## src/rtl/series_result_unpacker_pkg.sv

```systemverilog
// Shared definitions for the series-adder result unpacker: FSM encoding and
// word/byte geometry helpers.
package series_result_unpacker_pkg;

    localparam int PKG_DATA_W = 32;

    function automatic int bytes_per_word(input int w);
        return w / 8;
    endfunction

    localparam int BYTES_PER_WORD = bytes_per_word(PKG_DATA_W);

    typedef enum logic {
        IDLE = 1'b0,
        RUN  = 1'b1
    } state_t;

endpackage

```

## src/rtl/series_result_unpacker.sv

```systemverilog
// Unpacks framed little-endian result words into a byte stream with
// first/last markers, valid/ready on both sides, and framing-error reporting.
module series_result_unpacker
    import series_result_unpacker_pkg::*;
#(
    parameter int DATA_W = PKG_DATA_W,
    parameter int CNT_W  = 16
) (
    input  logic              clk,
    input  logic              rst_p,
    input  logic [CNT_W-1:0]  num_bytes_i,
    input  logic [DATA_W-1:0] word_i,
    input  logic              word_first,
    input  logic              word_last,
    input  logic              word_vld,
    output logic              word_rdy,
    output logic [7:0]        byte_o,
    output logic              byte_first,
    output logic              byte_last,
    output logic              byte_vld,
    input  logic              byte_rdy,
    output logic              busy,
    output logic              frame_done,
    output logic              frame_err
);

    localparam int BPW  = bytes_per_word(DATA_W);
    localparam int WC_W = $clog2(BPW + 1);
    localparam logic [CNT_W-1:0] BPW_C = CNT_W'(BPW);

    state_t             state;
    state_t             state_nxt;
    logic [DATA_W-1:0]  sreg;
    logic [WC_W-1:0]    wcnt;
    logic [CNT_W-1:0]   remaining;
    logic               force_last;

    logic               accept;
    logic               pop;
    logic               word_end;
    logic               frame_end;
    logic               eff_idle;
    logic               start;
    logic               cont;
    logic               kill;
    logic               load;
    logic               forced;
    logic               err_now;
    logic [CNT_W-1:0]   rem_dec;
    logic [CNT_W-1:0]   len;
    logic [WC_W-1:0]    nb;

    assign accept    = word_vld & word_rdy;
    assign pop       = byte_vld & byte_rdy;
    assign word_end  = pop & (wcnt == WC_W'(1));
    assign frame_end = pop & byte_last;
    assign word_rdy  = !byte_vld | word_end;
    assign byte_o    = sreg[7:0];

    // A frame finishing this very cycle lets the next word start a new frame.
    assign eff_idle = (state == IDLE) | frame_end;
    assign start    = accept & word_first & (num_bytes_i != '0);
    assign cont     = accept & !word_first & !eff_idle;
    assign kill     = accept & word_first & (num_bytes_i == '0);
    assign load     = start | cont;

    assign rem_dec = (pop && remaining != '0) ? remaining - CNT_W'(1) : remaining;
    assign len     = start ? num_bytes_i : rem_dec;
    assign nb      = (len > BPW_C) ? WC_W'(BPW) : WC_W'(len);
    assign forced  = word_last & (len > BPW_C);

    assign err_now = (accept & !word_first & eff_idle)
                   | kill
                   | (accept & word_first & !eff_idle)
                   | (load & (word_last ? (len > BPW_C) : (len <= BPW_C)));

    always_ff @(posedge clk) begin
        if (rst_p) begin
            state <= IDLE;
        end else begin
            state <= state_nxt;
        end
    end

    always_comb begin
        state_nxt = state;
        if (kill) begin
            state_nxt = IDLE;
        end else if (start) begin
            state_nxt = RUN;
        end else if (frame_end) begin
            state_nxt = IDLE;
        end
    end

    always_comb begin
        busy = (state == RUN);
    end

    always_ff @(posedge clk) begin
        if (rst_p) begin
            sreg       <= '0;
            wcnt       <= '0;
            remaining  <= '0;
            force_last <= 1'b0;
            byte_vld   <= 1'b0;
            byte_first <= 1'b0;
            byte_last  <= 1'b0;
            frame_done <= 1'b0;
            frame_err  <= 1'b0;
        end else begin
            if (load) begin
                sreg       <= word_i;
                wcnt       <= nb;
                remaining  <= len;
                force_last <= forced;
                byte_vld   <= 1'b1;
                byte_first <= start;
                byte_last  <= (len == CNT_W'(1)) | (forced & (nb == WC_W'(1)));
            end else if (kill) begin
                wcnt       <= '0;
                remaining  <= '0;
                force_last <= 1'b0;
                byte_vld   <= 1'b0;
                byte_first <= 1'b0;
                byte_last  <= 1'b0;
            end else if (pop) begin
                remaining  <= frame_end ? '0 : rem_dec;
                byte_first <= 1'b0;
                if (wcnt > WC_W'(1)) begin
                    sreg      <= sreg >> 8;
                    wcnt      <= wcnt - WC_W'(1);
                    byte_last <= (rem_dec == CNT_W'(1)) | (force_last & (wcnt == WC_W'(2)));
                end else begin
                    wcnt       <= '0;
                    force_last <= 1'b0;
                    byte_vld   <= 1'b0;
                    byte_last  <= 1'b0;
                end
            end
            frame_done <= frame_end;
            frame_err  <= err_now;
        end
    end

endmodule

```

## config.mk

```make
export PLATFORM = sky130hd
export DESIGN_NAME = series_result_unpacker
export DESIGN_NICKNAME = d
export VERILOG_FILES = /design/src/rtl/series_result_unpacker_pkg.sv /design/src/rtl/series_result_unpacker.sv
export SDC_FILE = /design/constraint.sdc
export NUM_CORES = 1
export LEC_CHECK = 0
export ABC_AREA = 1
export BUFFER_PORTS_ARGS = -buffer_cell sky130_fd_sc_hd__buf_2
export CAP_MARGIN = 10
export CELL_PAD_IN_SITES_DETAIL_PLACEMENT = 0
export CELL_PAD_IN_SITES_GLOBAL_PLACEMENT = 2
export CORE_MARGIN = 2
export CORE_UTILIZATION = 26
export DETAILED_ROUTE_END_ITERATION = 10
export PLACE_DENSITY = 0.87
export SLEW_MARGIN = 20
export SYNTH_ARGS = -nofsm -noshare
export SYNTH_HDL_FRONTEND = slang
export SYNTH_SLANG_ARGS = --single-unit
export TNS_END_PERCENT = 5
```

## constraint.sdc

```tcl
create_clock -name clk -period 2.4 [get_ports clk]
set_clock_uncertainty 0.2 [all_clocks]
set_input_delay 0 -clock clk [delete_from_list [all_inputs] [get_ports clk]]
set_output_delay 0 -clock clk [all_outputs]
set_load 0.02 [all_outputs]
```

==> flow_results.org, run 1 <==
** Floorplan
- Number of core rows :: 43
- The floorplan step set the die width to roughly 120 µm.
- Once the floorplan was initialized, standard cells occupied between 20% and 30% of the core.
- Area of the core :: between 10000 and 15000 µm²
- Number of I/O pins :: 69
- Die area :: between 15000 and 20000 µm²
- From bottom edge to top edge, the die measures around 120 µm.

** Global route
- Wire length of the first global-routing pass :: between 20000 and 25000 µm
- The via count of the first global-routing pass came to 4577.
- For met1 alone, demand over resource in global routing was between 20% and 30%.
- Largest net degree at the start of global routing :: 49
- Initial antenna violation count :: 0
- After global routing the overflow that remains totals 0.
- Met2 GRT Util :: 29.9%
- met2 is the most crowded layer.
- Global-route usage over all layers :: 18.0%
- Global routing used 4.29% of the available met3 tracks.

** Route
- The routed layout has 4600 vias.
- Detailed-router iteration count before antenna repair :: 4
- The first routing iteration left 209 violations.
- After detailed routing, the number of vias per cell comes to 4.61.
- Final routed wirelength across all metal layers :: 13500 µm
- Count of antenna-violating nets left after detailed routing :: 0
- WL/cell :: roughly 14 µm
- In the routed design, unresolved DRC markers number 0.

** Place
- Cell Count Post-Placement :: 919
- Weighted congestion at the end of routability-driven global placement :: 0.895
- Number of buffers added on ports :: 68
- At the placement stage, the worst setup path has a slack of -0.314 ns.
- The wire-length estimate of the detail-placed layout is 9660 µm.

** Min path
- Cell depth of the worst min-delay path :: 6
- Worst hold endpoint :: remaining[15]
- The worst hold path begins at num_bytes_i[15].
- In this run the worst hold path is classified as input port to flip-flop.

** Synthesis
- Of all cell types, the one taking the most synthesized area is sky130_fd_sc_hd__dfxtp_1.
- Counting flops with a built-in enable in the synthesized netlist gives 0.
- Summed instance area of the synthesized netlist :: approximately 3700 µm²
- Of all flip-flops after synthesis, the portion carrying an async set or reset was 0%.
- After synthesis, flip-flops and latches occupy between 30% and 40% of the total area.
- The synthesized design devotes to its leading area cell type around a third of total area.
- Leading post-synthesis cells by cell area :: sky130_fd_sc_hd__dfxtp_1 (32%), sky130_fd_sc_hd__nand2_1 (25%), sky130_fd_sc_hd__nor2_1 (5.8%)
- In this run, distinct cell masters in the synthesized netlist total 33.
- Avg Synthesized Cell Area :: 6.11 µm²
- Post-synth top cells :: sky130_fd_sc_hd__nand2_1 (241), sky130_fd_sc_hd__dfxtp_1 (58), sky130_fd_sc_hd__nor2_1 (57)
- Synthesis produced 602 cells.
- For this run, the leading register cell type out of synthesis is sky130_fd_sc_hd__dfxtp_1.
- Synthesis produced a netlist with a net count of 662.
- sky130_fd_sc_hd__nand2_1 is the most common cell in the netlist.
- During synthesis, Yosys emitted a total of 0 warnings.
- Synthesis inferred 58 register bits.

** Clock network
- Clock insertion delay at the later pin of the skew report :: 0.34 ns
- TritonCTS built the clock tree.
- Clock slew at the register clock pins of the worst setup and hold paths :: 0.05 ns
- Clock root buffer master :: sky130_fd_sc_hd__clkbuf_16
- H-tree lvl count :: 3
- The longest clock path from root to sink contains 2 buffers.
- CTS saw 58 sinks.
- In this run, CTS created clock tree buffers numbering 9.

** Timing
- The tightest hold path in the finished design has a slack of -0.00219 ns.
- Setup TNS :: -0.539 ns
- Setup violators final :: 5
- In the post-route analysis, the smallest setup slack over all paths is -0.205 ns.
- Measured against its own limit, the worst slew margin works out to 43.8%.
- Hold violation total from the final report :: 1
- Min cycle time layout :: 2.60 ns
- Max-slew violation count :: 0
- Setup repair after global routing could not meet its margin everywhere.
- Final Cycle Share :: 109%
- Maximum clock rate :: 384 MHz
- Slew of the pin with the lowest slew margin :: about 0.84 ns

** Worst setup path
- The worst register-to-register path has a setup slack of -0.20 ns.
- The worst register-to-register path begins at wcnt[1].
- Arrival @ worst endpoint :: around 2.7 ns
- Cell at the slowest stage of the critical path :: sky130_fd_sc_hd__dfxtp_2
- In this run the worst path has a maximum fanout of 5.
- Delay of the slowest cell on the worst path :: 0.32 ns
- For the worst setup path, the data required time is 2.48 ns.
- Worst path bufs/invs :: 2
- Worst Reg-to-Reg Cells :: 17
- Worst flop-to-flop path endpoint :: frame_err
- Walking the worst path, the cells encountered are inv_2 > ha_4 > nand2_4 > o21ai_4 > nand2_2 > nor2_4 > nand2_4 > buf_16 > nand2_1 > nand2_1 > nor2_1 > nand2_2 > nor2_4 > nand2_1 > ha_1 > o21a_1 > a21oi_2.
- STA classifies the critical path startpoint as a flip-flop.
- CP top delay family :: simple AND/OR/NAND/NOR gates
- Most common cell on crit path :: sky130_fd_sc_hd__nand2_1
- Worst Setup End Kind :: flip-flop
- Category of the most critical setup path :: flip-flop to flip-flop

** Final layout
- The area growth from synthesis to layout is 65.3%.
- In the final layout, the share of cells above drive strength 1 is 35.9%.
- Leaving out filler cells and counting taps, the final layout contains 997.
- After the last flow step, the layout net total stands at around 870.
- Filler Cell Count :: 1401
- The number of antenna diodes in the final layout is 0.

** Status
- Failing checks :: hold timing, setup timing
- Result of the run :: finished with violations

** Pwr
- Leakage power total :: 2.93 nW
- IR analysis of the VDD net gives a maximum drop of 0.335 mV.
- Pwr per Cell Area :: approximately 750 nW/µm²

** Flow run
- Max-cap check violation count :: 0
==> cells by family after synthesis <==
| logic type | Yosys count | synth area share [%] |
|---|---|---|
| and+or+nand+nor | 358 | 40.4 |
| DFF | 58 | 31.6 |
| xor gates and xnor gates | 2 | 0.477 |
| adders and majority gates | 6 | 2.04 |
| buffers and inverters | 78 | 10.0 |
| AOI/OAI and AO/OA | 100 | 15.5 |
==> final cells by class <==
class                   instances  area, µm²  share of cell area [%]
clock buffers                  10        239                    3.93
clock inverters                 6       90.1                    1.48
inverters                      44        173                    2.84
multi-input cells             466       2400                    39.4
flip-flops and latches         58       1170                    19.3
well taps                     180        225                    3.71
repair buffers                233       1780                    29.3
==> registers in the layout, summed over array words and instances (netlist names) <==
register	flops
sreg	32
remaining	16
wcnt	3
busy	1
byte_first	1
byte_last	1
byte_vld	1
force_last	1
frame_done	1
frame_err	1
==> worst max path at each step <==
stage / slack, ns / startpoint / to / cells past startpoint
5_1_grt: -0.32 / wcnt[1] / frame_err / 17
6_report: -0.20 / wcnt[1] / frame_err / 17
2_1_floorplan: -0.16 / wcnt[1] / frame_err / 17
3_3_place_gp: -0.26 / wcnt[1] / frame_err / 18
3_5_place_dp: -0.31 / wcnt[1] / frame_err / 18
4_1_cts: -0.23 / wcnt[1] / frame_err / 18
==> where the power goes <==
part	internal [mW]	switching, mW	total, mW
clock network	0.937	0.485	1.42
registers	1.06	0.0664	1.13
logic	0.919	1.06	1.97
==> worst register-to-register path: cells and delay by family, from the launching register on <==
| kind | cells | cell delay [ns] |
|---|---|---|
| AOI/OAI and AO/OA | 3 | 0.44 |
| adders and majority gates | 2 | 0.40 |
| buffers and inverters | 2 | 0.24 |
| DFF | 1 | 0.32 |
| and+or+nand+nor | 10 | 0.94 |
==> cells in the final DEF (no fill, tap or decap), types with 2 or more instances in the layout <==
cell type                       netlist  routed
sky130_fd_sc_hd__nand3_4              0       3
sky130_fd_sc_hd__nand4_1              7       7
sky130_fd_sc_hd__o21ai_1              0      25
sky130_fd_sc_hd__a21oi_2              0       4
sky130_fd_sc_hd__dfxtp_2              0       9
sky130_fd_sc_hd__nor2_4               2       7
sky130_fd_sc_hd__dfxtp_1             58      49
sky130_fd_sc_hd__ha_1                 6       5
sky130_fd_sc_hd__o21ai_0             34       9
sky130_fd_sc_hd__nand3_1             32      24
sky130_fd_sc_hd__a21oi_1             31      27
sky130_fd_sc_hd__nand3b_1             4       4
sky130_fd_sc_hd__nor2_1              57      37
sky130_fd_sc_hd__nand2_4              2       7
sky130_fd_sc_hd__inv_1               39      35
sky130_fd_sc_hd__buf_12               0       4
sky130_fd_sc_hd__buf_6                3       6
sky130_fd_sc_hd__nor3_2               2       2
sky130_fd_sc_hd__nand3_2              0       5
sky130_fd_sc_hd__buf_2               12      68
sky130_fd_sc_hd__o21a_1               3       3
sky130_fd_sc_hd__clkinv_4             0       2
sky130_fd_sc_hd__nand2_2              5      18
sky130_fd_sc_hd__nand2_1            241     223
sky130_fd_sc_hd__clkbuf_16            0       9
sky130_fd_sc_hd__bufinv_16            0       2
sky130_fd_sc_hd__dlygate4sd3_1        0      44
sky130_fd_sc_hd__inv_2                5       7
sky130_fd_sc_hd__a31oi_1             24      24
sky130_fd_sc_hd__buf_4               10     110
sky130_fd_sc_hd__nor2_2               4      19
==> per-stage QoR <==
| stage | hold slack, ns | power [mW] | instance area (µm²) | util, % |
|---|---|---|---|---|
| finish | -0.00219 | 4.53 | 6080 | 44.0 |
| global route | 0.0381 | 4.82 | 6080 | 44.0 |
| CTS | 0.00342 | 4.37 | 5800 | 41.9 |
| detailed placement | 0.0653 | 2.78 | 4860 | 35.1 |
| global placement | 0.0648 | 2.77 | 4860 | 35.1 |
| floorplan | -0.0518 | 2.08 | 3680 | - |
==> routing by layer <==
layer / vias to the layer above / wire, µm
met5: - / 0
li1: 2368 / -
met3: 24 / 642
met1: 2113 / 6080
met2: 95 / 6430
met4: 0 / 311
==> repair_timing <==
item | 4_1_cts | 5_1_grt
hold buffers | 44 | 0
setup endpoints to repair | 29 | 55
buffers inserted | 10 | 10
gates cloned | 1 | 0
gates resized for setup | 20 | 96
pin swaps | 14 | 35
hold endpoints to repair | 48 | 0
Power figures use the tool's default switching activity.
==> run 2, diff against run 1 <==
- PLACE_DENSITY: 0.87 -> 0.88
==> run 2 against run 1 <==
  * The flow finishes with violations (setup timing)
  * Clock power about the same
  * Global-route usage shrank 0.76 points
  * Critical path type unchanged
  * Clock-buffer cell count is 1 higher
  * Register-to-register slack got worse by 0.02 ns
  * Sequential cell count unchanged
  * Maximum frequency decreased by 0.75%
  * Routed wire length fell by 2.2%
  * Cell count shrank 1.3%
  * Non-clock buffer count down 13
  * First-iteration DRC count up 29%
  * Critical path depth unchanged
==> flow_results.org, run 2 (synthesis results as in run 1) <==
** Status
- Result of the run :: finished with violations
- Failing checks :: setup timing

** Final layout
- Nets@finish :: 860
- The finished cells cover between 5000 and 6000 µm².
- The register with the most flip-flops in the layout has 32 of them.
- Leaving out fill and tap cells, the most frequent cell in the layout is sky130_fd_sc_hd__nand2_1.
- Commonest non-fill, non-tap cells in the layout :: sky130_fd_sc_hd__nand2_1 (222), sky130_fd_sc_hd__buf_4 (102), sky130_fd_sc_hd__buf_2 (69), sky130_fd_sc_hd__dfxtp_1 (54)
- sreg holds more flip-flops than any other register.
- Cells with a size suffix above 1 make up 33.1% of the layout.
- The repair_antennas step left the layout with diodes totalling 0.
- Area delta synth->final :: 59.7%
- Registers with the most flip-flops :: sreg: 32 flops, remaining: 16 flops, wcnt: 3 flops

** Worst setup path
- Required time at the endpoint of the critical path :: 2.46 ns
- In this run the worst path has a maximum fanout of 8.
- Worst Setup End Kind :: flip-flop
- In this design, the stage delay of the slowest critical-path cell is 0.32 ns.
- Category of the most critical setup path :: flip-flop to flip-flop
- The cell that appears most often on the critical path is sky130_fd_sc_hd__nand2_4.
- CP startpoint kind :: flip-flop
- For this design, the slowest cell found on the critical path is sky130_fd_sc_hd__dfxtp_2.
- Arrival @ worst endpoint :: 2.68 ns
- Cell chain of the critical path :: inv_2 > ha_4 > nand2_4 > o21ai_4 > nand2_4 > nor2_4 > nand2_4 > buf_12 > nand3_2 > nand2_2 > nor2_2 > nand2_2 > nor2_2 > nand2_1 > ha_2 > o21a_1 > a21oi_1

** Global route
- Global-route usage over all layers :: 17.3%
- The first global-routing pass estimated between 20000 and 25000 µm of wire.
- Largest net degree at the start of global routing :: 49
- Global routing used 28.6% of the available met2 tracks.
- Global route overflow :: 0
- The layer flagged by global routing as most heavily used is met2.
- GR met3 Demand/Resource :: 3.69%
- Initial antenna violation count :: 0
- Met1 GRT Util :: 22.3%
- Via count of the first global-routing pass :: 4348

** Pwr
- IR analysis of the VDD net gives a maximum drop of 0.339 mV.
- Pwr per Cell Area :: between 700 and 800 nW/µm²
- PnR Total Power :: 4.40 mW
- Leakage power total :: approximately 2.8 nW

** Floorplan
- After floorplanning, the core was divided into 43 placement rows.
- Once the floorplan was initialized, standard cells occupied 26.6% of the core.
- The die is 123 µm tall.
- Area of the core :: 13800 µm²
- 69 I/O pins were placed.
- The floorplan step defined a die boundary enclosing 15100 µm².
- The die is 123 µm wide.

** Clock network
- The clock drives 58 sinks.
- For the worst-skew pair, the clock arrives at the later sink with an insertion delay of about 0.34 ns.
- After clock tree synthesis, the clock-pin slew on the worst setup and hold paths is 0.05 ns.
- The longest clock path from root to sink contains 2 buffers.
- Clock root buffer master :: sky130_fd_sc_hd__clkbuf_16
- TritonCTS clock tree :: done
- In this run the number of H-tree levels came out at 3.
- TritonCTS created 9 clock buffers.

** Route
- The detail route stage leaves a number of antenna-violating nets equal to 0.
- Dividing the detail-routed wire length by the instance count gives about 13 µm.
- Vias per Instance :: 4.69
- After detailed routing, the total wire length is 13200 µm.
- For this block, the via count after detailed routing is 4613.
- The first detailed-routing pass ran for 7 iterations.
- Iteration-0 DRC Markers :: 269
- In the routed design, unresolved DRC markers number 0.

** Timing
- Max-slew violation count :: 0
- In this run the tightest slew margin relative to its limit is 46.4%.
- Slew of the pin with the lowest slew margin :: 0.803 ns
- Setup violations remaining at the end of the flow were counted as 5.
- The final-report hold violation count came to 0.
- Static timing analysis puts the maximum clock frequency at 381 MHz.
- Worst Slack Setup Final :: -0.224 ns
- The routed design could run at a clock period as short as 2.62 ns.
- Setup repair after global routing missed its margin :: yes
- Dividing the final minimum period by the clock period gives 109%.
- Worst hold slack :: between 0.015 and 0.02 ns

** Place
- The congestion estimate from routability-driven global placement came to roughly 0.86.
- Detailed placement finished with a half-perimeter wire length of roughly 9400 µm.
- Port buffering added around 70 buffers.
- Summing all placed instances gives a cell area of approximately 4800 µm².

** Min path
- In this run the worst hold path is classified as input port to flip-flop.

** Flow run
- Max-cap check violation count :: 0
run 2: cell types whose count changed in the layout (fill, tap and decap cells not counted), sizes merged:
cell      before  now
clkinvlp       1    3
inv           44   43
buf          189  175
nand2        248  249
clkinv         3    0
clkbuf        10   12
run 2: metal layers:
layer	vias to the layer above	wire length [µm]
met5	-	0
met3	25	623
met2	123	6220
li1	2335	-
met4	0	319
met1	2130	6000
run 2: final cells by class:
cell class	instances	area (µm²)
flip-flops and latches	58	1170
well taps	180	225
inverters	44	176
clock buffers	11	253
clock inverters	4	75.1
fillers	1432	7960
multi-input cells	467	2340
repair buffers	220	1640
run 2: worst paths after layout:
check        startpoint        end  slack [ns]  cells past startpoint
max             wcnt[1]  frame_err       -0.22                     17
min            word_vld  frame_err        0.02                      6
max reg2reg     wcnt[1]  frame_err       -0.22                     17
min reg2reg    sreg[27]   sreg[27]        0.26                      2
run 2: stage by stage:
step	TNS, ns	util [%]	setup slack [ns]	cells
after floorplan	-0.162	-	-0.162	602
after global placement	-0.348	34.6	-0.209	911
after detailed placement	-0.363	34.6	-0.255	911
after CTS	-0.277	40.3	-0.216	971
after global routing	-5.74	42.5	-0.357	984
final	-0.335	42.5	-0.224	984
run 2: power breakdown:
group          internal [mW]  switching [mW]  total [mW]
Sequential              1.06          0.0625        1.13
Clock                  0.958           0.458        1.42
Combinational          0.835            1.03        1.86
run 2: worst max-delay path, delay by kind of cell (launching register included):
family | cells | cell delay, ns
flops | 1 | 0.32
buf+inv | 2 | 0.24
compound gates | 3 | 0.44
fa+ha+maj | 2 | 0.42
simple gates | 10 | 0.93
run 2: timing repair:
| item | CTS | global route |
|---|---|---|
| gates cloned | 0 | 3 |
| buffers inserted | 1 | 10 |
| endpoints found under the hold margin | 47 | 0 |
| endpoints found under the setup margin | 9 | 52 |
| resized for setup | 2 | 67 |
| hold buffers | 44 | 0 |
| pin swaps | 1 | 31 |
==> run 3, diff against run 2 <==
- clock period: 2.4 -> 2.3 ns (I/O delays scaled with it)
==> run 3 against run 2 <==
  * The flow still finishes with violations (setup timing)
  * Cell count up 2.1%
  * Maximum frequency up 0.25%
  * Clock-buffer cell count decreased by 2
  * Global-route usage grew 0.37 points
  * Critical path depth did not move
  * Combinational power up 13%
==> flow_results.org, run 3 (synthesis results as in run 1) <==
** Min path
- Hold Crit Class :: input port to flip-flop
- Cell depth of the worst min-delay path :: 6

** Global route
- Met1 GRT Util :: roughly 22%
- GRT busiest layer :: met2
- For this run the aggregate overflow at the end of global routing stands at 0.
- Wire length of the first global-routing pass :: ~21000 µm
- Initial antenna violation count :: 1
- Via count of the first global-routing pass :: between 4k and 5k
- In the global route stage, met3 resource usage came out at 3.69%.
- Global routing used 17.6% of the available tracks.
- Entering global routing, the biggest net connects 33 pins.
- In the global route stage, met2 resource usage came out at 29.9%.

** Timing
- Setup repair after global routing could not meet its margin everywhere.
- Hold violation total from the final report :: 0
- Min cycle time layout :: 2.62 ns
- Worst hold slack :: 0.0108 ns
- Maximum clock rate :: about 380 MHz
- For the pin with the worst max-slew slack, the measured transition is 0.758 ns.
- Remaining max-slew budget at the tightest pin :: 49.4%
- Dividing the final minimum period by the clock period gives 114%.
- Max-slew violation count :: 0
- Setup TNS :: -1.92 ns
- Setup violations remaining at the end of the flow were counted as 20.
- After layout, the worst setup slack is -0.318 ns.

** Route
- Iteration-0 DRC Markers :: around 320
- Detailed routing inserted a total of 4647 vias.
- Detailed-router iteration count before antenna repair :: 5
- In the routed layout, each cell is associated on average with a via count of 4.62.
- Remaining DRCs :: 0
- Final routed wirelength across all metal layers :: 13200 µm
- Dividing the detail-routed wire length by the instance count gives roughly 13 µm.
- Count of antenna-violating nets left after detailed routing :: 0

** Pwr
- In this run the power density over the cells is approximately 770 nW/µm².
- Worst ir drop on vdd :: 0.394 mV
- Leakage power total :: around 3 nW
- PnR Total Power :: 4.75 mW

** Worst setup path
- The worst register-to-register path has a depth of 17.
- Cell at the slowest stage of the critical path :: sky130_fd_sc_hd__dfxtp_2
- Maximum fanout encountered on the critical timing path :: 7
- STA classifies the critical path startpoint as a flip-flop.
- The worst setup path is captured at a flip-flop.
- The critical path is of the flip-flop to flip-flop type.
- Required time at the endpoint of the critical path :: 2.37 ns
- Arrival @ worst endpoint :: 2.69 ns
- The largest single stage delay on the critical path is 0.32 ns.
- The signal on the critical path passes through inv_2 > ha_4 > nand2_4 > o21ai_4 > nand2_4 > nor2_4 > nand2_8 > buf_16 > nand2_1 > nand2_1 > nor2_2 > nand2_2 > nor2_4 > nand2_2 > ha_4 > o21a_1 > a21oi_1.

** Final layout
- The register with the most flip-flops in the layout has 32 of them.
- From synthesis to final layout, the design area changed by 68.7%.
- Share of cells above drive strength 1 :: 37.9%
- Commonest non-fill, non-tap cells in the layout :: sky130_fd_sc_hd__nand2_1 (212), sky130_fd_sc_hd__buf_4 (123), sky130_fd_sc_hd__buf_2 (68), sky130_fd_sc_hd__dfxtp_1 (50), sky130_fd_sc_hd__nor2_1 (41)
- The finished cells cover 6200 µm².
- Count of non-filler cells in the finished layout :: between 1k and 1.5k
- For this run, the share of the core covered by cells in the final layout is 44.8%.
- The number of antenna diodes in the final layout is 0.
- At the end of the flow, the number of nets in the layout was 880.
- Counting flops per register, the top entry is sreg.
- Registers with the most flip-flops :: sreg: 32 flops, remaining: 16 flops, wcnt: 3 flops
- The library cell used most frequently in the layout, excluding fill and tap cells, is sky130_fd_sc_hd__nand2_1.

** Clock network
- The H-tree was split into 3 levels.
- Counting along the longest clock path gives a buffer depth of 2.
- Clock slew at the register clock pins of the worst setup and hold paths :: 0.06 ns
- The tree built by TritonCTS fans out to 58 sinks.
- TritonCTS clock tree :: done
- Clock insertion delay at the later pin of the skew report :: roughly 0.33 ns
- TritonCTS Buffers :: 9
- Clock root buffer master :: sky130_fd_sc_hd__clkbuf_16

** Floorplan
- From left edge to right edge, the die measures 123 µm.
- In this run the core area contains 43 standard-cell rows.
- Area of the core :: 13800 µm²
- Measured along the y axis, the die boundary spans 123 µm.
- Die area :: 15100 µm²
- Starting Density :: 26.6%
- Number of I/O pins :: 69

** Flow run
- Max-cap check violation count :: 0

** Place
- Placed standard-cell area :: 4980 µm²
- Cell Count Post-Placement :: roughly 930
- Placement Setup Slack :: -0.349 ns
- Number of buffers added on ports :: 68
- Final HPWL from detailed placement :: between 9000 and 10000 µm
- Routability-driven placement finished with a final weighted congestion of 0.907.

** Status
- The checks that failed: setup timing.
- The flow ran to the end, but the final reports show violations.
[run 3: area by class of cell]
cell class                 count  area (µm²)
multi-input combinational    467        2480
sequential                    58        1170
inverter                      44         175
fill                        1395        7630
tap                          180         225
clock inverter                 7         103
clock buffer                   9         225
timing repair buffer         240        1820
[run 3: worst paths after layout]
kind / from / to / slack [ns]
max: wcnt[1] / frame_err / -0.32
min: num_bytes_i[11] / remaining[11] / 0.01
max reg2reg: wcnt[1] / frame_err / -0.32
min reg2reg: sreg[24] / sreg[24] / 0.26
[run 3: what timing repair did]
item / CTS / global route
endpoints found under the hold margin: 44 / 0
cloned: 2 / 0
buffers inserted: 13 / 3
pin swaps: 24 / 31
setup endpoints to repair: 53 / 55
hold buffers: 38 / 0
resized for setup: 50 / 57
[run 3: critical path: cells and delay by family, from the launching register on]
kind	cells	cell delay [ns]
buffers and inverters	2	0.23
AOI/OAI and AO/OA	3	0.46
adders and majority gates	2	0.35
and+or+nand+nor	10	0.97
DFF	1	0.32
[run 3: where the power goes]
group          leakage (nW)  total (mW)  switching [mW]  internal, mW
sequential            0.479        1.18          0.0661          1.11
clock                 0.156        1.47           0.517         0.956
combinational          2.35        2.10            1.12         0.973
[run 3: routing by layer]
metal,vias to the layer above,part of all wire [%]
li1,2382,-
met1,2144,45
met2,98,49
met3,23,4.1
met4,0,2.0
met5,-,0
